### src/rtl/banyan_pkg.sv
// Shared helpers for the banyan admission scheduler: link addressing,
// pairwise conflict test and network latency.
package banyan_pkg;

    // Link index after stage s: {dst[s:0], src[logn-1:s+1]}
    function automatic int link_idx(int src, int dst, int s, int logn);
        int lo_mask;
        lo_mask = (1 << (s + 1)) - 1;
        return ((dst & lo_mask) << (logn - 1 - s)) | (src >> (s + 1));
    endfunction

    function automatic int net_lat(int logn);
        return 1 + (logn - 2) / 2;
    endfunction

    function automatic logic conflict(int src_a, int dst_a, int src_b, int dst_b, int logn);
        logic hit;
        hit = 1'b0;
        for (int s = 0; s < logn; s++)
            if (link_idx(src_a, dst_a, s, logn) == link_idx(src_b, dst_b, s, logn))
                hit = 1'b1;
        return hit;
    endfunction

    localparam int NET_LAT = net_lat(2);

endpackage

### src/rtl/banyan_sched_if.sv
// Request-side valid/ready streams plus network drive and credit signals.
interface banyan_sched_if #(
    parameter int N       = 4,
    parameter int DWIDTH  = 8,
    parameter int CREDITS = 4,
    parameter int LOGN    = $clog2(N),
    parameter int CW      = $clog2(CREDITS + 1)
);
    logic [N-1:0][DWIDTH-1:0] s_data;
    logic [N-1:0][LOGN-1:0]   s_dst;
    logic [N-1:0]             s_valid;
    logic [N-1:0]             s_ready;
    logic [N-1:0][DWIDTH-1:0] net_din;
    logic [N-1:0][LOGN-1:0]   net_dst;
    logic [N-1:0]             net_vld;
    logic [N-1:0]             credit_ret;
    logic [N-1:0][CW-1:0]     credit_cnt;
    logic                     cred_err;

    modport slave (
        input  s_data, s_dst, s_valid, credit_ret,
        output s_ready, net_din, net_dst, net_vld, credit_cnt, cred_err
    );

    modport master (
        output s_data, s_dst, s_valid, credit_ret,
        input  s_ready, net_din, net_dst, net_vld, credit_cnt, cred_err
    );
endinterface

### src/rtl/banyan_credit_ctr.sv
// Per-output credit counter: saturates at CREDITS and latches an overflow flag.
module banyan_credit_ctr #(
    parameter int CREDITS = 4,
    parameter int CW      = $clog2(CREDITS + 1)
) (
    input  logic          clk,
    input  logic          rst_n,
    input  logic          take_i,
    input  logic          ret_i,
    output logic [CW-1:0] cnt_o,
    output logic          err_o
);
    localparam logic [CW-1:0] MAX = CW'(CREDITS);

    logic [CW-1:0] cnt_q, cnt_d;
    logic          err_q, err_d;

    always_comb begin
        cnt_d = cnt_q;
        err_d = err_q;
        if (take_i && !ret_i && cnt_q != '0) begin
            cnt_d = cnt_q - CW'(1);
        end else if (ret_i && !take_i) begin
            if (cnt_q == MAX) err_d = 1'b1;
            else              cnt_d = cnt_q + CW'(1);
        end
    end

    always_ff @(posedge clk or negedge rst_n) begin
        if (!rst_n) begin
            cnt_q <= MAX;
            err_q <= 1'b0;
        end else begin
            cnt_q <= cnt_d;
            err_q <= err_d;
        end
    end

    assign cnt_o = cnt_q;
    assign err_o = err_q;
endmodule

### src/rtl/banyan_sched.sv
// Conflict-free round-robin admission into the banyan network with
// per-output credit flow control and registered network drive.
module banyan_sched
    import banyan_pkg::*;
#(
    parameter int N       = 4,
    parameter int DWIDTH  = 8,
    parameter int CREDITS = 4,
    parameter int LOGN    = $clog2(N),
    parameter int CW      = $clog2(CREDITS + 1)
) (
    input  logic           clk,
    input  logic           rst_n,
    banyan_sched_if.slave  bus
);
    logic [LOGN-1:0]          rr_q, rr_d;
    logic [N-1:0]             grant, take, err;
    logic [N-1:0]             net_vld_q;
    logic [N-1:0][DWIDTH-1:0] net_din_q;
    logic [N-1:0][LOGN-1:0]   net_dst_q;
    logic [N-1:0][CW-1:0]     cnt;

    // Same-output requests always collide on the last stage, so a nonzero
    // credit count is enough to cover every grant made this cycle.
    always_comb begin
        logic [LOGN-1:0] idx;
        logic            blocked;
        logic            found;
        grant   = '0;
        rr_d    = rr_q;
        idx     = '0;
        blocked = 1'b0;
        found   = 1'b0;
        for (int k = 0; k < N; k++) begin
            idx     = rr_q + LOGN'(k);
            blocked = !bus.s_valid[idx] || (cnt[bus.s_dst[idx]] == '0);
            for (int j = 0; j < N; j++)
                if (grant[j] && conflict(int'(idx), int'(bus.s_dst[idx]),
                                         j, int'(bus.s_dst[j]), LOGN))
                    blocked = 1'b1;
            if (!blocked) begin
                grant[idx] = 1'b1;
                if (!found) begin
                    found = 1'b1;
                    rr_d  = idx + LOGN'(1);
                end
            end
        end
    end

    always_comb begin
        take = '0;
        for (int i = 0; i < N; i++)
            if (grant[i]) take[bus.s_dst[i]] = 1'b1;
    end

    for (genvar j = 0; j < N; j++) begin : g_ctr
        banyan_credit_ctr #(.CREDITS(CREDITS), .CW(CW)) u_ctr (
            .clk    (clk),
            .rst_n  (rst_n),
            .take_i (take[j]),
            .ret_i  (bus.credit_ret[j]),
            .cnt_o  (cnt[j]),
            .err_o  (err[j])
        );
    end

    always_ff @(posedge clk or negedge rst_n) begin
        if (!rst_n) begin
            rr_q      <= '0;
            net_vld_q <= '0;
            net_din_q <= '0;
            net_dst_q <= '0;
        end else begin
            rr_q      <= rr_d;
            net_vld_q <= grant;
            for (int i = 0; i < N; i++)
                if (grant[i]) begin
                    net_din_q[i] <= bus.s_data[i];
                    net_dst_q[i] <= bus.s_dst[i];
                end
        end
    end

    assign bus.s_ready    = grant & {N{rst_n}};
    assign bus.net_vld    = net_vld_q;
    assign bus.net_din    = net_din_q;
    assign bus.net_dst    = net_dst_q;
    assign bus.credit_cnt = cnt;
    assign bus.cred_err   = |err;
endmodule

### src/flat_wrapper.sv
// flat-port wrapper written by rule: the top's interface ports become plain ports
module banyan_sched_flat import banyan_pkg::*;
#(
    parameter int N       = 4,
    parameter int DWIDTH  = 8,
    parameter int CREDITS = 4,
    parameter int LOGN    = $clog2(N),
    parameter int CW      = $clog2(CREDITS + 1)
)
  (clk, rst_n, bus_s_data, bus_s_dst, bus_s_valid, bus_credit_ret, bus_s_ready, bus_net_din, bus_net_dst, bus_net_vld, bus_credit_cnt, bus_cred_err);
  banyan_sched_if #(.N(N), .DWIDTH(DWIDTH), .CREDITS(CREDITS), .LOGN(LOGN), .CW(CW)) bus_i ();
  input  logic clk;
  input  logic rst_n;
  input wire logic [$bits(bus_i.s_data)-1:0] bus_s_data;
  input wire logic [$bits(bus_i.s_dst)-1:0] bus_s_dst;
  input wire logic [$bits(bus_i.s_valid)-1:0] bus_s_valid;
  input wire logic [$bits(bus_i.credit_ret)-1:0] bus_credit_ret;
  output wire logic [$bits(bus_i.s_ready)-1:0] bus_s_ready;
  output wire logic [$bits(bus_i.net_din)-1:0] bus_net_din;
  output wire logic [$bits(bus_i.net_dst)-1:0] bus_net_dst;
  output wire logic [$bits(bus_i.net_vld)-1:0] bus_net_vld;
  output wire logic [$bits(bus_i.credit_cnt)-1:0] bus_credit_cnt;
  output wire logic [$bits(bus_i.cred_err)-1:0] bus_cred_err;
  assign bus_i.s_data = bus_s_data;
  assign bus_i.s_dst = bus_s_dst;
  assign bus_i.s_valid = bus_s_valid;
  assign bus_i.credit_ret = bus_credit_ret;
  assign bus_s_ready = bus_i.s_ready;
  assign bus_net_din = bus_i.net_din;
  assign bus_net_dst = bus_i.net_dst;
  assign bus_net_vld = bus_i.net_vld;
  assign bus_credit_cnt = bus_i.credit_cnt;
  assign bus_cred_err = bus_i.cred_err;
  banyan_sched #(.N(N), .DWIDTH(DWIDTH), .CREDITS(CREDITS), .LOGN(LOGN), .CW(CW)) u_core (.clk(clk), .rst_n(rst_n), .bus(bus_i));
endmodule
### config.mk
export PLATFORM = sky130hd
export DESIGN_NAME = banyan_sched_flat
export DESIGN_NICKNAME = d
export VERILOG_FILES = /design/src/rtl/banyan_pkg.sv /design/src/rtl/banyan_sched_if.sv /design/src/rtl/banyan_credit_ctr.sv /design/src/rtl/banyan_sched.sv /design/src/flat_wrapper.sv
export SDC_FILE = /design/constraint.sdc
export NUM_CORES = 1
export LEC_CHECK = 0
export ABC_AREA = 1
export CELL_PAD_IN_SITES_DETAIL_PLACEMENT = 1
export CELL_PAD_IN_SITES_GLOBAL_PLACEMENT = 2
export CORE_UTILIZATION = 27
export DETAILED_ROUTE_END_ITERATION = 10
export HOLD_SLACK_MARGIN = 0.05
export PLACE_DENSITY_LB_ADDON = 0.1
export SYNTH_ARGS = -nofsm -noshare
export SYNTH_HDL_FRONTEND = slang
export SYNTH_HIERARCHICAL = 1
export SYNTH_SLANG_ARGS = --single-unit
### constraint.sdc
create_clock -name clk -period 5.3 [get_ports clk]
set_input_delay 1.06 -clock clk [delete_from_list [all_inputs] [get_ports clk]]
set_output_delay 1.06 -clock clk [all_outputs]
set_load 0.005 [all_outputs]
## After elaboration in Yosys (flattened, before gate mapping)

Cells that the tools add are included.

- $lt $le $gt $ge: 20
- Bitwise gates (word level): 14
- Add/sub/neg operators: 14
- Muxes and demuxes: 106
- Reductions and logical operators: 69
- Eq/ne operators: 32

Operator list:

| cell | number |
|---|---|
| $eq 32x3->1 | 10 |
| $mux 1 | 51 |
| $mux 3 | 16 |
| $lt 2x3->1 const B | 12 |
| $logic_and 1x1->1 | 32 |
| $mux 4 | 8 |
| $eq 2x2->1 | 14 |
| $bmux 3 s2 | 4 |
| $or 4x4->4 | 6 |
| $mux 2 | 11 |
| $bmux 2 s2 | 4 |
| $demux 1 s2 | 8 |
| $ge 2x1->1 const B | 8 |
| $add 3x1->3 const B | 4 |
| $eq 3x3->1 const B | 4 |
| $logic_not 1->1 | 12 |
| $logic_not 3->1 | 4 |
| $reduce_and 3->1 | 4 |
| $reduce_bool 3->1 | 4 |
| $sub 3x1->3 const B | 4 |
| $add 2x1->2 const B | 4 |
| $bmux 1 s2 | 4 |
| $ne 2x2->1 const B | 4 |
| $reduce_and 2->1 | 4 |
| 7 further kinds | 19 |

- Input port bits: 50
- Bits in registers: 62
- Output and inout port bits: 61
- Word-level logic and storage cells: 273

## Logic depth before layout (Yosys ltp)

- Depth in word-level cells: 36
- Mapped depth: 42
- Mapped depth without buffers: 39

## Cells and area by module

Netlist, hierarchy kept.

By module, submodules not included:

| module | instances | area each (um^2) | sequential area each (um^2) | cells each |
|---|---|---|---|---|
| banyan_sched | 1 | 3258.1 | 1151.1 | 482 |
| banyan_credit_ctr | 4 | 296.5 | 101.3 | 40 |

## Least setup slack after synthesis

No wires, ideal clock.

- Path type: input port to output port
- From: in bus_s_dst[4]
- To: out bus_s_ready[1]
- Path slack: 986 ps
- Arrival: 3254 ps
- Path buffers: 2
- Cell stages on the path: 23
- Required time: 4240 ps
- Cells stage by stage: buf_2 nand2_1 nand3_2 nand2_4 inv_2 nand2_1 nand3b_1 a21oi_1 nand2_1 nor2_4 nand3_1 a21oi_2 nor2_4 nand3_2 nand2_1 nand2_1 nand2_2 nor2_4 nand3_2 nand2_4 inv_2 buf_6 nor2_1

- Word-level cells in the longest chain between the ends: 26
- Elaborated cells between the ends (all ways): 107
- Classes of those cells: eq/ne (24); mux (56); bitwise (7); reduce/logical (20)

RTL lines:

| what | line | source |
|---|---|---|
| from (decl) | flat_wrapper.sv:15 | `input wire logic [$bits(bus_i.s_dst)-1:0] bus_s_dst;` |
| parallel branches: the longest is 24 deep, another holds $eq 32x3->1 | - |  |
| $mux 4 * | banyan_sched.sv:41 | `if (!blocked) begin` |
| $and 4x4->4 * | banyan_sched.sv:85 | `assign bus.s_ready = grant & {N{rst_n}};` |
| to (decl) | flat_wrapper.sv:18 | `output wire logic [$bits(bus_i.s_ready)-1:0] bus_s_ready;` |

Every way passes the cells marked *. The select of a mux whose other input is x is not followed.

## Final worst setup path

- From: in bus_s_dst[5]
- To: out bus_s_ready[0]

- Word-level cells in the longest chain between the ends: 26
- Elaborated cells between the ends (all ways): 80
- Classes of those cells: eq/ne (12); mux (44); bitwise (4); reduce/logical (20)

RTL lines:

| what | line | source |
|---|---|---|
| $bmux 2 s2 | banyan_sched.sv:36 | `blocked = !bus.s_valid[idx] \|\| (cnt[bus.s_dst[idx]] == '0);` |
| $mux 2 | - |  |
| $bmux 3 s2 | banyan_sched.sv:36 |  |
| $mux 3 (not written as such) | banyan_sched.sv:36 |  |
| $logic_not 3->1 | banyan_sched.sv:36 |  |
| $logic_or 1x1->1 | banyan_sched.sv:36 |  |
| $mux 4 | banyan_sched.sv:41 |  |
| $logic_and 1x1->1 | banyan_sched.sv:38 | `if (grant[j] && conflict(int'(idx), int'(bus.s_dst[idx]),` |
| $mux 1 (4 in series) | banyan_sched.sv:38 |  |
| $mux 4 | banyan_sched.sv:41 |  |
| $logic_and 1x1->1 | banyan_sched.sv:38 |  |
| $mux 1 (4 in series) | banyan_sched.sv:38 |  |
| $mux 4 | banyan_sched.sv:41 |  |
| $logic_and 1x1->1 | banyan_sched.sv:38 |  |
| $mux 1 (4 in series) | banyan_sched.sv:38 |  |
| $mux 4 * | banyan_sched.sv:41 |  |
| $and 4x4->4 * | banyan_sched.sv:85 |  |

Mark *: on every way between the ends. The rest lies on a longest branch, timed or not. The select of a mux whose other input is x is not followed.

==> flow_summary.yaml <==
run_status:
  outcome: "complete, no violations"
finish:
  instances_no_fill: 1025
  drive_gt1_share_pct: 20.8
  multi_input_area_um2: 2480
  final_cell_area_um2: 6420
  seq_area_um2: 1560
  nNetsFinal: 862
  fill_cells: 2027
  area_delta_synth_final_pct: 44.5
die:
  die_w_um: 130
  rows: 46
  coreArea_um2: 16000
  die_h_um: 130
  die_area_um2: 17000
  initial_core_util_pct: 27.8
  io_pins: 111
synthesis:
  syn_area_um2: 4440
  synth-compound-area-share_pct: 9.21
  synth_ff_type: "dfrtp_1"
  synth-xor-area-share_pct: 1.58
  synth_nets: 701
  yosys.area_share.simple_pct: 41.7
  async_flop_share_pct: 100
  ys_seq_elements: 62
  synth_edf_count: 0
  synth_cell_types: 40
  ys_warn_count: 6
  synth_mux_area_share_pct: 0
  synth_cells: 642
  avgSynthCellArea_um2: 6.92
  ys_seq_area_share_pct: 35.0
  synthAdderAreaFrac_pct: 2.53
  synth_top_family_by_area: "simple AND/OR/NAND/NOR gates"
clocking:
  cts_max_level: 3
  clockBufferDepth: 2
  hold_buffers: 0
  cts_sinks: 62
  clockRootBuffer: "clkbuf_16"
  cts_made_buffers: 9
  clk_pin_slew_worst_paths_ns: 0.05
  tritoncts: "done"
  clock_latency_ns: 0.33
detailed_routing:
  dr_total_vias: 4715
  wl_per_cell_um: 15.4
  initialDrtViolationCount: 180
  drt-total-wl_um: 15800
  firstDrtPassIters: 4
  antenna_left: 0
  drc: 0
  vias_per_cell: 4.60
sta:
  maxSlewViolCount: 0
  min_period_ns: 5.05
  final_hold_viol_count: 0
  tightest_slew_ns: 0.857
  post-route-period-util_pct: 95.3
  clock_skew_ns: 0.00803
  max-slew-margin-rel_pct: 42.9
  hold_slack_ns: 0.469
  rsz0062_at_grt: "false"
  fmax_ghz: 0.198
  finalSetupViolCount: 0
global_route:
  antenna_found_initial: 2
  grt_start_max_net_pins: 63
  grt_pass1_wl_um: 25100
  grt_pass1_vias: 4912
  overflow: 0
  track_usage_pct: 19.5
power_and_ir_drop:
  pwr-share-seq_pct: 16.9
  p_sw_uw: 2760
  pwr-share-clk_pct: 10.6
  p_leak_uw: 0.00319
  internal_power_uw: 2820
  vdd_ir_drop_max_mv: 0.373
  p_sw_share_pct: 49.5
  power-per-cell-area_nw_per_um2: 869
  p_comb_share_pct: 72.5
critical_path:
  r2r_setup_slack_ns: 0.83
  critPathKind: "in -> out"
  worstPathMaxFanout: 7
  cp_data_arrival_time_ns: 3.99
  start_kind: "input port"
  crit_path_end_kind: "primary output"
  critPathRequiredTime_ns: 4.24
place:
  placed_area_um2: 6080
  gp_congestion: 0.862
  dp.cells: 1005
  dp_hpwl_um: 12600
  numPortBuffers: 110
worst_hold_path:
  hold_class: "reg -> reg"
job:
  drv_cap: 0
==> Yosys cell counts, types with 3 or more instances <==
cell | instances | area share (%)
nand2_1 | 249 | 21
nand3_1 | 64 | 7.2
dfrtp_1 | 58 | 33
inv_1 | 56 | 4.7
nor2_1 | 30 | 2.5
o21ai_0 | 21 | 2.4
inv_2 | 19 | 1.6
a21oi_1 | 16 | 1.8
nand2_2 | 12 | 1.7
nand2_4 | 10 | 2.5
nand3_2 | 10 | 2.3
buf_6 | 9 | 2.3
ha_1 | 9 | 2.5
o21ai_1 | 9 | 1.0
xor2_1 | 8 | 1.6
nor2_4 | 7 | 1.8
o21ai_2 | 7 | 1.4
nor3_1 | 6 | 0.68
buf_2 | 5 | 0.56
a31o_2 | 4 | 0.79
dfstp_2 | 4 | 2.4
nor2_2 | 4 | 0.56
buf_4 | 3 | 0.51
nand4_1 | 3 | 0.42
==> stage by stage <==
| step | TNS (ns) | util (%) | worst slack [ns] | total power, µW |
|---|---|---|---|---|
| 6_report | 0 | 40.1 | 0.246 | 5580 |
| 5_1_grt | 0 | 40.1 | 0.00711 | 6170 |
| 4_1_cts | 0 | 39.9 | 0.103 | 5620 |
| 3_5_place_dp | -0.296 | 38.0 | -0.107 | 4980 |
| 3_3_place_gp | -0.161 | 38.0 | -0.0652 | 4870 |
| 2_1_floorplan | 0 | - | 0.986 | 3460 |
==> worst paths after layout <==
path,startpoint,endpoint,depth (start not counted)
max,bus_s_dst[5],bus_s_ready[0],24
min,u_core/g_ctr[0].u_ctr/err_o,u_core/g_ctr[0].u_ctr/err_o,1
max reg2reg,u_core/rr_q[0],u_core/g_ctr[1].u_ctr/cnt_o[2],40
min reg2reg,u_core/g_ctr[0].u_ctr/err_o,u_core/g_ctr[0].u_ctr/err_o,1
max in group asynchronous,rst_n,u_core/g_ctr[0].u_ctr/err_o,2
min in group asynchronous,rst_n,u_core/bus.net_din[13],2
==> power by group through the flow <==
stage	combinational, µW	clock (µW)	sequential [µW]
6_report	4050	592	940
5_1_grt	4560	630	978
4_1_cts	4050	614	948
3_5_place_dp	4020	0	955
3_3_place_gp	3920	0	942
2_1_floorplan	2520	0	943
==> registers in the layout, summed over array words and instances, names as in the netlist <==
| register | flops |
|---|---|
| u_core/bus.net_din | 32 |
| u_core/g_ctr.u_ctr/cnt_o | 12 |
| u_core/bus.net_dst | 8 |
| u_core/bus.net_vld | 4 |
| u_core/g_ctr.u_ctr/err_o | 4 |
| u_core/rr_q | 2 |
==> critical path, stage by stage <==
cell and delay [ns]:
clkdlybuf4s50_1 0.46, buf_4 0.16, nand2_2 0.09, nand2_2 0.11
nand2_1 0.06, o21ai_2 0.07, nand3_1 0.09, a21oi_1 0.16
nand2_1 0.12, inv_1 0.07, nand2_1 0.05, o21bai_1 0.19
nand2_1 0.08, nand2_1 0.11, nor2_4 0.06, nand3_2 0.06
nand2_1 0.07, nand2_1 0.08, nand2_2 0.06, nor2_4 0.17
buf_4 0.14, nand3_2 0.07, a21oi_1 0.13, dlygate4sd2_1 0.27
==> cell type report <==
type	instances	share of cell area [%]
diodes	1	0.0390
clock inverters	4	0.740
well taps	216	4.21
inverters	75	4.38
clock buffers	12	3.84
repair buffers	170	23.9
multi-input cells	485	38.6
flip-flops and latches	62	24.2
==> per-layer routing <==
| metal | routed length [µm] | up-vias | track usage [%] |
|---|---|---|---|
| li1 | - | 2361 | - |
| met1 | 7460 | 2230 | 25.8 |
| met2 | 7200 | 103 | 31.3 |
| met3 | 812 | 19 | 3.98 |
| met4 | 305 | 2 | 6.98 |
| met5 | 13 | - | 0 |
==> cells in the final DEF, fill, tap and decap left out, types with 3 or more instances in the layout <==
| master | instances |
|---|---|
| ha_1 | 9 |
| nand4_1 | 3 |
| dfstp_2 | 4 |
| inv_2 | 19 |
| inv_1 | 56 |
| dfrtp_1 | 58 |
| o21ai_0 | 21 |
| nand2_4 | 11 |
| clkbuf_16 | 9 |
| clkdlybuf4s50_1 | 103 |
| nor2_1 | 29 |
| nand2_1 | 244 |
| nand3_2 | 11 |
| o21ai_1 | 6 |
| nor2_2 | 5 |
| a31o_2 | 4 |
| nand2_2 | 16 |
| xor2_1 | 8 |
| nand3_1 | 63 |
| buf_4 | 60 |
| o21ai_2 | 10 |
| nor3_1 | 6 |
| a21oi_1 | 16 |
| nor2_4 | 7 |
==> logic make-up after synthesis <==
| kind of cell | after synthesis |
|---|---|
| and+or+nand+nor | 400 |
| buffers and inverters | 95 |
| DFF | 62 |
| adders and majority gates | 9 |
| AOI/OAI and AO/OA | 68 |
| xor gates and xnor gates | 8 |
==> what timing repair did <==
action	CTS	global route
setup endpoints to repair	4	7
buffers inserted	2	1
gates resized for setup	5	17
gates cloned	0	0
pin swaps	0	3
(Power assumes the default switching activity.)
